--- src/rtl/soc_bus_pkg.sv ---
// Shared types and helpers for the SoC bus fabric: FSM state encoding,
// default error read data, timeout counter sizing and packed-slot extraction.
package soc_bus_pkg;

   typedef enum logic [1:0] {
      IDLE   = 2'd0,
      ACCESS = 2'd1,
      RESP   = 2'd2
   } bus_state_e;

   localparam logic [31:0] DEF_ERR_RDATA = 32'hDEAD_BEEF;

   // Widest slot and widest packed array get_slot can handle (16 slots).
   localparam int MAX_SLOT_W = 64;
   localparam int SLOT_ARR_W = 16 * MAX_SLOT_W;

   // The counter only needs to reach TIMEOUT-1.
   function automatic int tmo_cnt_w(input int tmo);
      return (tmo <= 2) ? 1 : $clog2(tmo);
   endfunction

   // Slot idx of a packed array of w-bit slots; the caller truncates the
   // result to w bits.
   function automatic logic [MAX_SLOT_W-1:0] get_slot(input logic [SLOT_ARR_W-1:0] arr,
                                                      input int idx,
                                                      input int w);
      logic [SLOT_ARR_W-1:0] shifted;
      shifted = arr >> (idx * w);
      return shifted[MAX_SLOT_W-1:0];
   endfunction

endpackage

--- src/rtl/soc_addr_decoder.sv ---
// Combinational address decoder: per-slot base/mask match reduced to a
// priority one-hot select (lowest index wins) plus an any-hit flag.
module soc_addr_decoder
   import soc_bus_pkg::*;
#(
   parameter int N_SLV  = 4,
   parameter int ADDR_W = 32
) (
   input  logic [ADDR_W-1:0]       addr,
   input  logic [N_SLV*ADDR_W-1:0] base,
   input  logic [N_SLV*ADDR_W-1:0] mask,
   output logic [N_SLV-1:0]        sel,
   output logic                    hit
);

   logic [N_SLV-1:0] hit_vec;

   generate
      for (genvar gi = 0; gi < N_SLV; gi++) begin : g_match
         assign hit_vec[gi] =
            ((addr & ADDR_W'(get_slot(SLOT_ARR_W'(mask), gi, ADDR_W)))
             == ADDR_W'(get_slot(SLOT_ARR_W'(base), gi, ADDR_W)));
      end
   endgenerate

   // Walk from the top index down so the lowest matching slot is kept.
   always_comb begin
      sel = '0;
      for (int i = N_SLV - 1; i >= 0; i--) begin
         if (hit_vec[i]) begin
            sel    = '0;
            sel[i] = 1'b1;
         end
      end
   end

   assign hit = |hit_vec;

endmodule

--- src/rtl/soc_bus_fabric.sv ---
// Single-master shared-bus fabric: decodes the master address to one slave,
// gates strobes to that slave only, waits on its ready with a timeout and
// returns registered read data / error status with a one-cycle M_READY.
// Optional error capture registers are enabled with SOC_BUS_ERR_LOG_EN.
module soc_bus_fabric
   import soc_bus_pkg::*;
#(
   parameter int                      N_SLV     = 4,
   parameter int                      ADDR_W    = 32,
   parameter int                      DATA_W    = 32,
   parameter logic [N_SLV*ADDR_W-1:0] SLV_BASE  = '0,
   parameter logic [N_SLV*ADDR_W-1:0] SLV_MASK  = '0,
   parameter int                      TIMEOUT   = 15,
   parameter logic [DATA_W-1:0]       ERR_RDATA = DATA_W'(DEF_ERR_RDATA)
) (
   input  logic                    ACLK,
   input  logic                    ARESETN,
   input  logic [ADDR_W-1:0]       M_ADDR,
   input  logic [DATA_W-1:0]       M_WDATA,
   input  logic                    M_WRSTB,
   input  logic                    M_RDSTB,
   output logic [DATA_W-1:0]       M_RDATA,
   output logic                    M_READY,
   output logic                    M_ERR,
   output logic [ADDR_W-1:0]       S_ADDR,
   output logic [DATA_W-1:0]       S_WDATA,
   output logic [N_SLV-1:0]        S_WRSTB,
   output logic [N_SLV-1:0]        S_RDSTB,
   input  logic [N_SLV*DATA_W-1:0] S_RDATA,
   input  logic [N_SLV-1:0]        S_READY
`ifdef SOC_BUS_ERR_LOG_EN
   ,
   output logic [ADDR_W-1:0]       ERR_ADDR,
   output logic                    ERR_IS_WR,
   output logic                    ERR_VALID,
   input  logic                    ERR_CLR
`endif
);

   localparam int CNT_W = tmo_cnt_w(TIMEOUT);

   bus_state_e        state_reg;
   logic [N_SLV-1:0]  sel_reg;
   logic              is_wr_reg;
   logic [CNT_W-1:0]  cnt_reg;

   logic [N_SLV-1:0]  dec_sel;
   logic              dec_hit;
   logic              req;
   logic              dec_err;
   logic              sel_ready;
   logic              tmo_last;
   logic [DATA_W-1:0] rd_mux;

   soc_addr_decoder #(
      .N_SLV  (N_SLV),
      .ADDR_W (ADDR_W)
   ) u_dec (
      .addr (M_ADDR),
      .base (SLV_BASE),
      .mask (SLV_MASK),
      .sel  (dec_sel),
      .hit  (dec_hit)
   );

   assign req       = M_WRSTB | M_RDSTB;
   assign dec_err   = (M_WRSTB & M_RDSTB) | ~dec_hit;
   assign sel_ready = |(S_READY & sel_reg);
   assign tmo_last  = (cnt_reg == CNT_W'(TIMEOUT - 1));

   // Read-data mux driven by the latched one-hot select only.
   always_comb begin
      rd_mux = '0;
      for (int i = 0; i < N_SLV; i++) begin
         if (sel_reg[i])
            rd_mux = rd_mux | DATA_W'(get_slot(SLOT_ARR_W'(S_RDATA), i, DATA_W));
      end
   end

   // Transaction FSM; every master and slave output is a register here.
   always_ff @(posedge ACLK or negedge ARESETN) begin
      if (!ARESETN) begin
         state_reg <= IDLE;
         sel_reg   <= '0;
         is_wr_reg <= 1'b0;
         cnt_reg   <= '0;
         M_RDATA   <= '0;
         M_READY   <= 1'b0;
         M_ERR     <= 1'b0;
         S_ADDR    <= '0;
         S_WDATA   <= '0;
         S_WRSTB   <= '0;
         S_RDSTB   <= '0;
      end else begin
         case (state_reg)
            IDLE: begin
               M_READY <= 1'b0;
               if (req) begin
                  S_ADDR    <= M_ADDR;
                  S_WDATA   <= M_WDATA;
                  is_wr_reg <= M_WRSTB;
                  sel_reg   <= dec_sel;
                  cnt_reg   <= '0;
                  if (dec_err) begin
                     // Ambiguous or unmapped request: answer directly.
                     M_READY   <= 1'b1;
                     M_ERR     <= 1'b1;
                     M_RDATA   <= ERR_RDATA;
                     state_reg <= RESP;
                  end else begin
                     S_WRSTB   <= M_WRSTB ? dec_sel : '0;
                     S_RDSTB   <= M_RDSTB ? dec_sel : '0;
                     state_reg <= ACCESS;
                  end
               end
            end
            ACCESS: begin
               if (sel_ready) begin
                  M_RDATA   <= is_wr_reg ? '0 : rd_mux;
                  M_ERR     <= 1'b0;
                  M_READY   <= 1'b1;
                  S_WRSTB   <= '0;
                  S_RDSTB   <= '0;
                  state_reg <= RESP;
               end else if (tmo_last) begin
                  M_RDATA   <= ERR_RDATA;
                  M_ERR     <= 1'b1;
                  M_READY   <= 1'b1;
                  S_WRSTB   <= '0;
                  S_RDSTB   <= '0;
                  state_reg <= RESP;
               end else begin
                  cnt_reg <= cnt_reg + 1'b1;
               end
            end
            default: begin
               // RESP: the M_READY cycle; master strobes are not looked at.
               M_READY   <= 1'b0;
               M_ERR     <= 1'b0;
               M_RDATA   <= '0;
               S_WRSTB   <= '0;
               S_RDSTB   <= '0;
               state_reg <= IDLE;
            end
         endcase
      end
   end

`ifdef SOC_BUS_ERR_LOG_EN
   logic              err_evt;
   logic [ADDR_W-1:0] err_addr_in;
   logic              err_wr_in;

   // Flag the cycle in which the FSM decides to issue an error response.
   always_comb begin
      err_evt     = 1'b0;
      err_addr_in = '0;
      err_wr_in   = 1'b0;
      if (state_reg == IDLE && req && dec_err) begin
         err_evt     = 1'b1;
         err_addr_in = M_ADDR;
         err_wr_in   = M_WRSTB;
      end else if (state_reg == ACCESS && !sel_ready && tmo_last) begin
         err_evt     = 1'b1;
         err_addr_in = S_ADDR;
         err_wr_in   = is_wr_reg;
      end
   end

   // Sticky first-error capture; a clear in the same cycle as a new error
   // lets the new error in.
   always_ff @(posedge ACLK or negedge ARESETN) begin
      if (!ARESETN) begin
         ERR_ADDR  <= '0;
         ERR_IS_WR <= 1'b0;
         ERR_VALID <= 1'b0;
      end else if (err_evt && (!ERR_VALID || ERR_CLR)) begin
         ERR_ADDR  <= err_addr_in;
         ERR_IS_WR <= err_wr_in;
         ERR_VALID <= 1'b1;
      end else if (ERR_CLR) begin
         ERR_VALID <= 1'b0;
      end
   end
`endif

endmodule

--- config.mk ---
export PLATFORM = sky130hd
export DESIGN_NAME = soc_bus_fabric
export DESIGN_NICKNAME = d
export VERILOG_FILES = /design/src/rtl/soc_bus_pkg.sv /design/src/rtl/soc_addr_decoder.sv /design/src/rtl/soc_bus_fabric.sv
export SDC_FILE = /design/constraint.sdc
export NUM_CORES = 1
export LEC_CHECK = 0
export ABC_AREA = 1
export CELL_PAD_IN_SITES_DETAIL_PLACEMENT = 1
export CELL_PAD_IN_SITES_GLOBAL_PLACEMENT = 1
export CORE_ASPECT_RATIO = 1.1
export CORE_MARGIN = 2
export CORE_UTILIZATION = 26
export CTS_BUF_LIST = sky130_fd_sc_hd__clkbuf_16
export DETAILED_ROUTE_END_ITERATION = 7
export PLACE_DENSITY_LB_ADDON = 0.1
export RECOVER_POWER = 100
export SLEW_MARGIN = 20
export SYNTH_ARGS = -nofsm -noshare
export SYNTH_HDL_FRONTEND = slang
export SYNTH_SLANG_ARGS = --single-unit
--- constraint.sdc ---
create_clock -name ACLK -period 2.29 [get_ports ACLK]
set_input_delay 0.5725 -clock ACLK [delete_from_list [all_inputs] [get_ports ACLK]]
set_output_delay 0.5725 -clock ACLK [all_outputs]
set_load 0.02 [all_outputs]
**Word-level counts from Yosys, hierarchy flattened**

Cells that the tools add are included.

- Flip-flop bits (word level): 114
- Input bits: 200
- Word-level logic and storage cells: 66

- Add/subtract/negate cells: 1
- Equality and inequality tests: 8
- Muxes and demuxes: 35
- Bitwise logic cells: 3
- Reductions and logical operators: 8

Operator list:

| operator | number |
|---|---|
| $mux W32 | 6 |
| $pmux W32 S2 | 1 |
| $mux W4 | 9 |
| $pmux W4 S2 | 3 |
| $ne A2 B2 Y1 const B | 5 |
| $mux W1 | 9 |
| $mux W2 | 4 |
| $reduce_and A3 Y1 | 2 |
| $add A4 B1 Y4 const B | 1 |
| $and A4 B1 Y4 | 1 |
| $eq A4 B4 Y1 const B | 1 |
| $pmux W1 S2 | 2 |
| $pmux W2 S2 | 1 |
| $reduce_and A2 Y1 | 2 |
| $reduce_and A4 Y1 | 1 |
| $reduce_or A4 Y1 | 1 |
| $ne A3 B3 Y1 const B | 1 |
| $eq A2 B1 Y1 const B | 1 |
| $logic_not A2 Y1 | 1 |
| $reduce_bool A2 Y1 | 1 |
| $and A1 B1 Y1 | 1 |
| $or A1 B1 Y1 | 1 |

**Longest topological paths before layout**

Gate-level depths: netlist of the first run.

- Word-level depth: 4
- Gate-level depth with buffers: 8
- Gate-level depth less buffers: 7

**Hierarchy**

From an unflattened synthesis of the first run, not the netlist that was laid out.

- Cell total of the unflattened synthesis: 1476
- Area, all modules: 9195.1 µm²

By module, submodules not included:

| module | times used | cells each | area each (µm²) |
|---|---|---|---|
| soc_bus_fabric | 1 | 623 | 5677.9 |
| soc_addr_decoder | 1 | 853 | 3517.1 |

**Worst setup path after synthesis of the first run**

No wires, ideal clock.

- Path kind: input to register
- From: input port M_RDSTB
- To: register S_ADDR[22]
- Library setup time: 0.117 ns
- Data arrival time: 1.204 ns
- Required time: 2.173 ns
- Setup slack: 0.969 ns
- Stages on the path: 6
- Path buffers: 2
- Path through: nor2_1 nor2_4 buf_6 buf_6 nand2_1 nand2_1

- Cells in the longest elaborated chain, start to end: 2

Ends and longest elaborated chain:

| item | line | RTL |
|---|---|---|
| start: declaration | soc_bus_fabric.sv:21 | `input logic M_RDSTB,` |
| $or A1 B1 Y1 | soc_bus_fabric.sv:66 | `assign req = M_WRSTB \| M_RDSTB;` |
| $reduce_and A2 Y1 (no source line) | - |  |
| end signal: assignment | soc_bus_fabric.sv:90 | `S_ADDR <= '0;` |
| end signal: assignment | soc_bus_fabric.sv:99 | `S_ADDR <= M_ADDR;` |
| end: declaration | soc_bus_fabric.sv:25 | `output logic [ADDR_W-1:0] S_ADDR,` |

Every way passes these cells.
A chain may end at the register's enable or synchronous reset.

**Final worst setup path of the first run**

- From: input port M_RDSTB
- To: register sel_reg[0]

- Cells in the longest elaborated chain, start to end: 2

Ends and longest elaborated chain:

| item | line | RTL |
|---|---|---|
| $or A1 B1 Y1 | soc_bus_fabric.sv:66 |  |
| $reduce_and A2 Y1 (no source line) | - |  |
| end signal: assignment | soc_bus_fabric.sv:102 | `sel_reg <= dec_sel;` |
| end: declaration | soc_bus_fabric.sv:43 | `logic [N_SLV-1:0] sel_reg;` |

Every way passes these cells.

==> results.md, run 1 <==
* GRT Util Overall at 0.154
* RSZ-0062 raised after global routing: no
* Synth Flop Type: dfrtp_1
* Data required, critical path at 2.53 ns
* Root buffer cell: clkbuf_16
* Worst path arrival time at 2.22 ns
* Crit path to: sel_reg[0]$_DFFE_PN0P_
* Setup slack after layout at 0.303 ns
* Metal-1 WL at 5750 um
* Vias at 3917
* Final HPWL DP at 9770 um
* Worst r2r src: cnt_reg[0]$_DFFE_PN0P_
* Top Registers: M_RDATA: 32 flops, S_ADDR: 32 flops, S_WDATA: 32 flops
* Synth top area share at 0.610
* Ports at 306
* Global route total overflow at 0
* Clk_skew at 0.00866 ns
* Share of layout cells above drive strength 1 at 0.0517
* FP Rows at 50
* Post-synthesis sequential area ratio at 0.610
* CTS tree: done
* Top Layer Used: met4
* Layout net count at 893
* Status: finished clean
* Number of flops mapped to enable cells by yosys at 0
* Tmin final at 1.99 ns
* Hold_buf cts at 0
* VDD IR max at 0.480 mV
* Resize count post-CTS at 0
* Core box area at 0.0168 mm2
* Critical path endpoint category: register
* Yosys cell types at 27
* Ys Warns at 0
* Reg2reg setup slack at 0.54 ns
* Post-Syn Instances at 493
* # diodes at 0
* Largest net degree at the start of global routing at 46
* WL/cell at 15.1 um
* Final-report max-slew violation count at 0
* Antenna viol nets, final at 0
* CTS Buf Count at 9
* Synth cell count leaders: 223 x nand2_1, 108 x dfrtp_1, 48 x a21oi_1, 39 x inv_1
* DR pass1 iterations at 4
* Port-buffer cells at 200
* Reg-to-Reg End: M_ERR$_DFFE_PN0P_
* DR vias/cell at 4.33
* Initial core utilization at 0.263
* FILL cells at 1940
* Post-route DRC at 0
* GP Congestion at 0.734
* Die X at 128 um
* First-pass GRT wire length at 21800 um
* Met2 Wirelength at 6430 um
* Max Fclk at 503 MHz
* Syn_area_per_cell at 8.99 um2
* Setup tns final at 0 ns
* Area leader, netlist: dfrtp_1
* H-tree depth at 3
* Max cap viols at 0
* Worst slew margin at 0.379
* Most frequent cell after synthesis: nand2_1
* Initial antenna violation count at 0
* Clock tree buffer depth at 2
* Post-CTS setup buffers at 0
* Cells on worst reg2reg path at 6
* Fin. Hold Viols at 0
* Asr flop ratio synth at 1.00
* Initial drt markers at 159
* Met3 WL at 1210 um
* Vias in the first global route at 4164
* Die height at 141 um
* Pwr dens at 1410 mW/mm2
* #FFs+latches synth at 108
* Worst skew pair latency at 0.35 ns
* Worst-Margin Slew at 0.932 ns
* Die ar. at 0.0181 mm2
* Pre-CTS setup slack at 0.197 ns
* Netlist Area Pre-Place at 0.00443 mm2
* Static Leakage at 3.46 nW
* Top post-synthesis cells by area: dfrtp_1 61%, nand2_1 19%, a21oi_1 5.4%
* Setup CP Type: input port to register
* Synth-to-Final Area Change at 56.3%
* Clock Sinks at 108
* Post-route clock period utilization at 0.868
* CP startpoint: M_RDSTB
* Setup crit start kind: input port
* Reg clk slew, reported paths at 0.08 ns
* WL final at 13600 um
* Setup Viol. Count Final at 0
* CP Max Fanout at 21
* Hold crit path type: input port to asynchronous set/reset pin
final cells by class:
cell class | count | area (um2) | area share
Inverter | 43 | 164 | 0.0237
Sequential cell | 108 | 2700 | 0.390
Clock buffer | 9 | 225 | 0.0325
Tap cell | 208 | 260 | 0.0376
Clock inverter | 7 | 92.6 | 0.0134
Timing Repair Buffer | 208 | 2110 | 0.305
Multi-Input combinational cell | 321 | 1370 | 0.197
power breakdown:
part,leakage (nW),switching [mW],internal (mW)
logic,1.99,2.92,1.93
registers,1.31,0.445,2.79
clock network,0.153,0.730,0.956
total,3.46,4.10,5.67
cell families after synthesis:
kind of cell | share of synthesized area
AOI/OAI and AO/OA | 0.0709
xor gates and xnor gates | 0.00198
adders and majority gates | 0.00565
buffers and inverters | 0.0827
DFF | 0.610
other | 0.000846
and+or+nand+nor | 0.228
through the flow:
step	hold WS [ns]	power [mW]	instances	utilization	instance area, um2
after global placement	0.453	8.45	888	0.395	6640
after detailed placement	0.459	8.58	888	0.395	6640
after floorplan	0.277	6.08	498	-	4450
after CTS	0.185	10.3	904	0.414	6960
after global routing	0.422	10.6	904	0.412	6930
final	0.342	9.77	904	0.412	6930
worst max-delay path, cell delays in order:
cell and delay [ns]:
dlygate4sd3_1 0.62, nor2_1 0.28, nor2_4 0.11, clkbuf_2 0.33, or2_1 0.31
layout by cell type, fill, tap and decap left out, types with 3 or more instances in the layout:
master           instances
buf_12                   5
conb_1                   6
nand3_1                  6
clkdlybuf4s50_1         98
dfrtp_1                108
nand4_1                  5
dlygate4sd3_1          101
nand2_1                223
clkbuf_2                 3
o21ai_0                  9
inv_1                   40
clkbuf_16                9
nor2_1                   9
a21oi_1                 48
inv_2                    3
worst min-delay path by stage:
stage	from	slack, ns	endpoint	cells past startpoint
global route	ARESETN	0.42	M_RDATA[2]$_DFFE_PN0P_	1
CTS	ARESETN	0.19	M_RDATA[2]$_DFFE_PN0P_	1
finish	ARESETN	0.34	M_RDATA[2]$_DFFE_PN0P_	1
floorplan	ARESETN	0.28	M_ERR$_DFFE_PN0P_	0
global placement	S_ADDR[18]$_DFFE_PN0P_	0.45	S_ADDR[18]$_DFFE_PN0P_	2
detailed placement	S_ADDR[30]$_DFFE_PN0P_	0.46	S_ADDR[30]$_DFFE_PN0P_	2
layer usage:
metal,track usage,up-vias
li1,-,1903
met5,0,-
met1,0.190,1863
met4,0.0602,0
met3,0.0509,13
met2,0.249,138
Power figures use the tool's default switching activity.
==> inputs of run 2 (changes only) <==
--- a/config.mk
+++ b/config.mk
@@ -15,6 +15,7 @@
 export DETAILED_ROUTE_END_ITERATION = 7
 export PLACE_DENSITY_LB_ADDON = 0.1
 export RECOVER_POWER = 100
+export SKIP_LAST_GASP = 1
 export SLEW_MARGIN = 20
 export SYNTH_ARGS = -nofsm -noshare
 export SYNTH_HDL_FRONTEND = slang
==> results of run 2 <==
Final layout, timing and power as in run 1 (identical DEF).
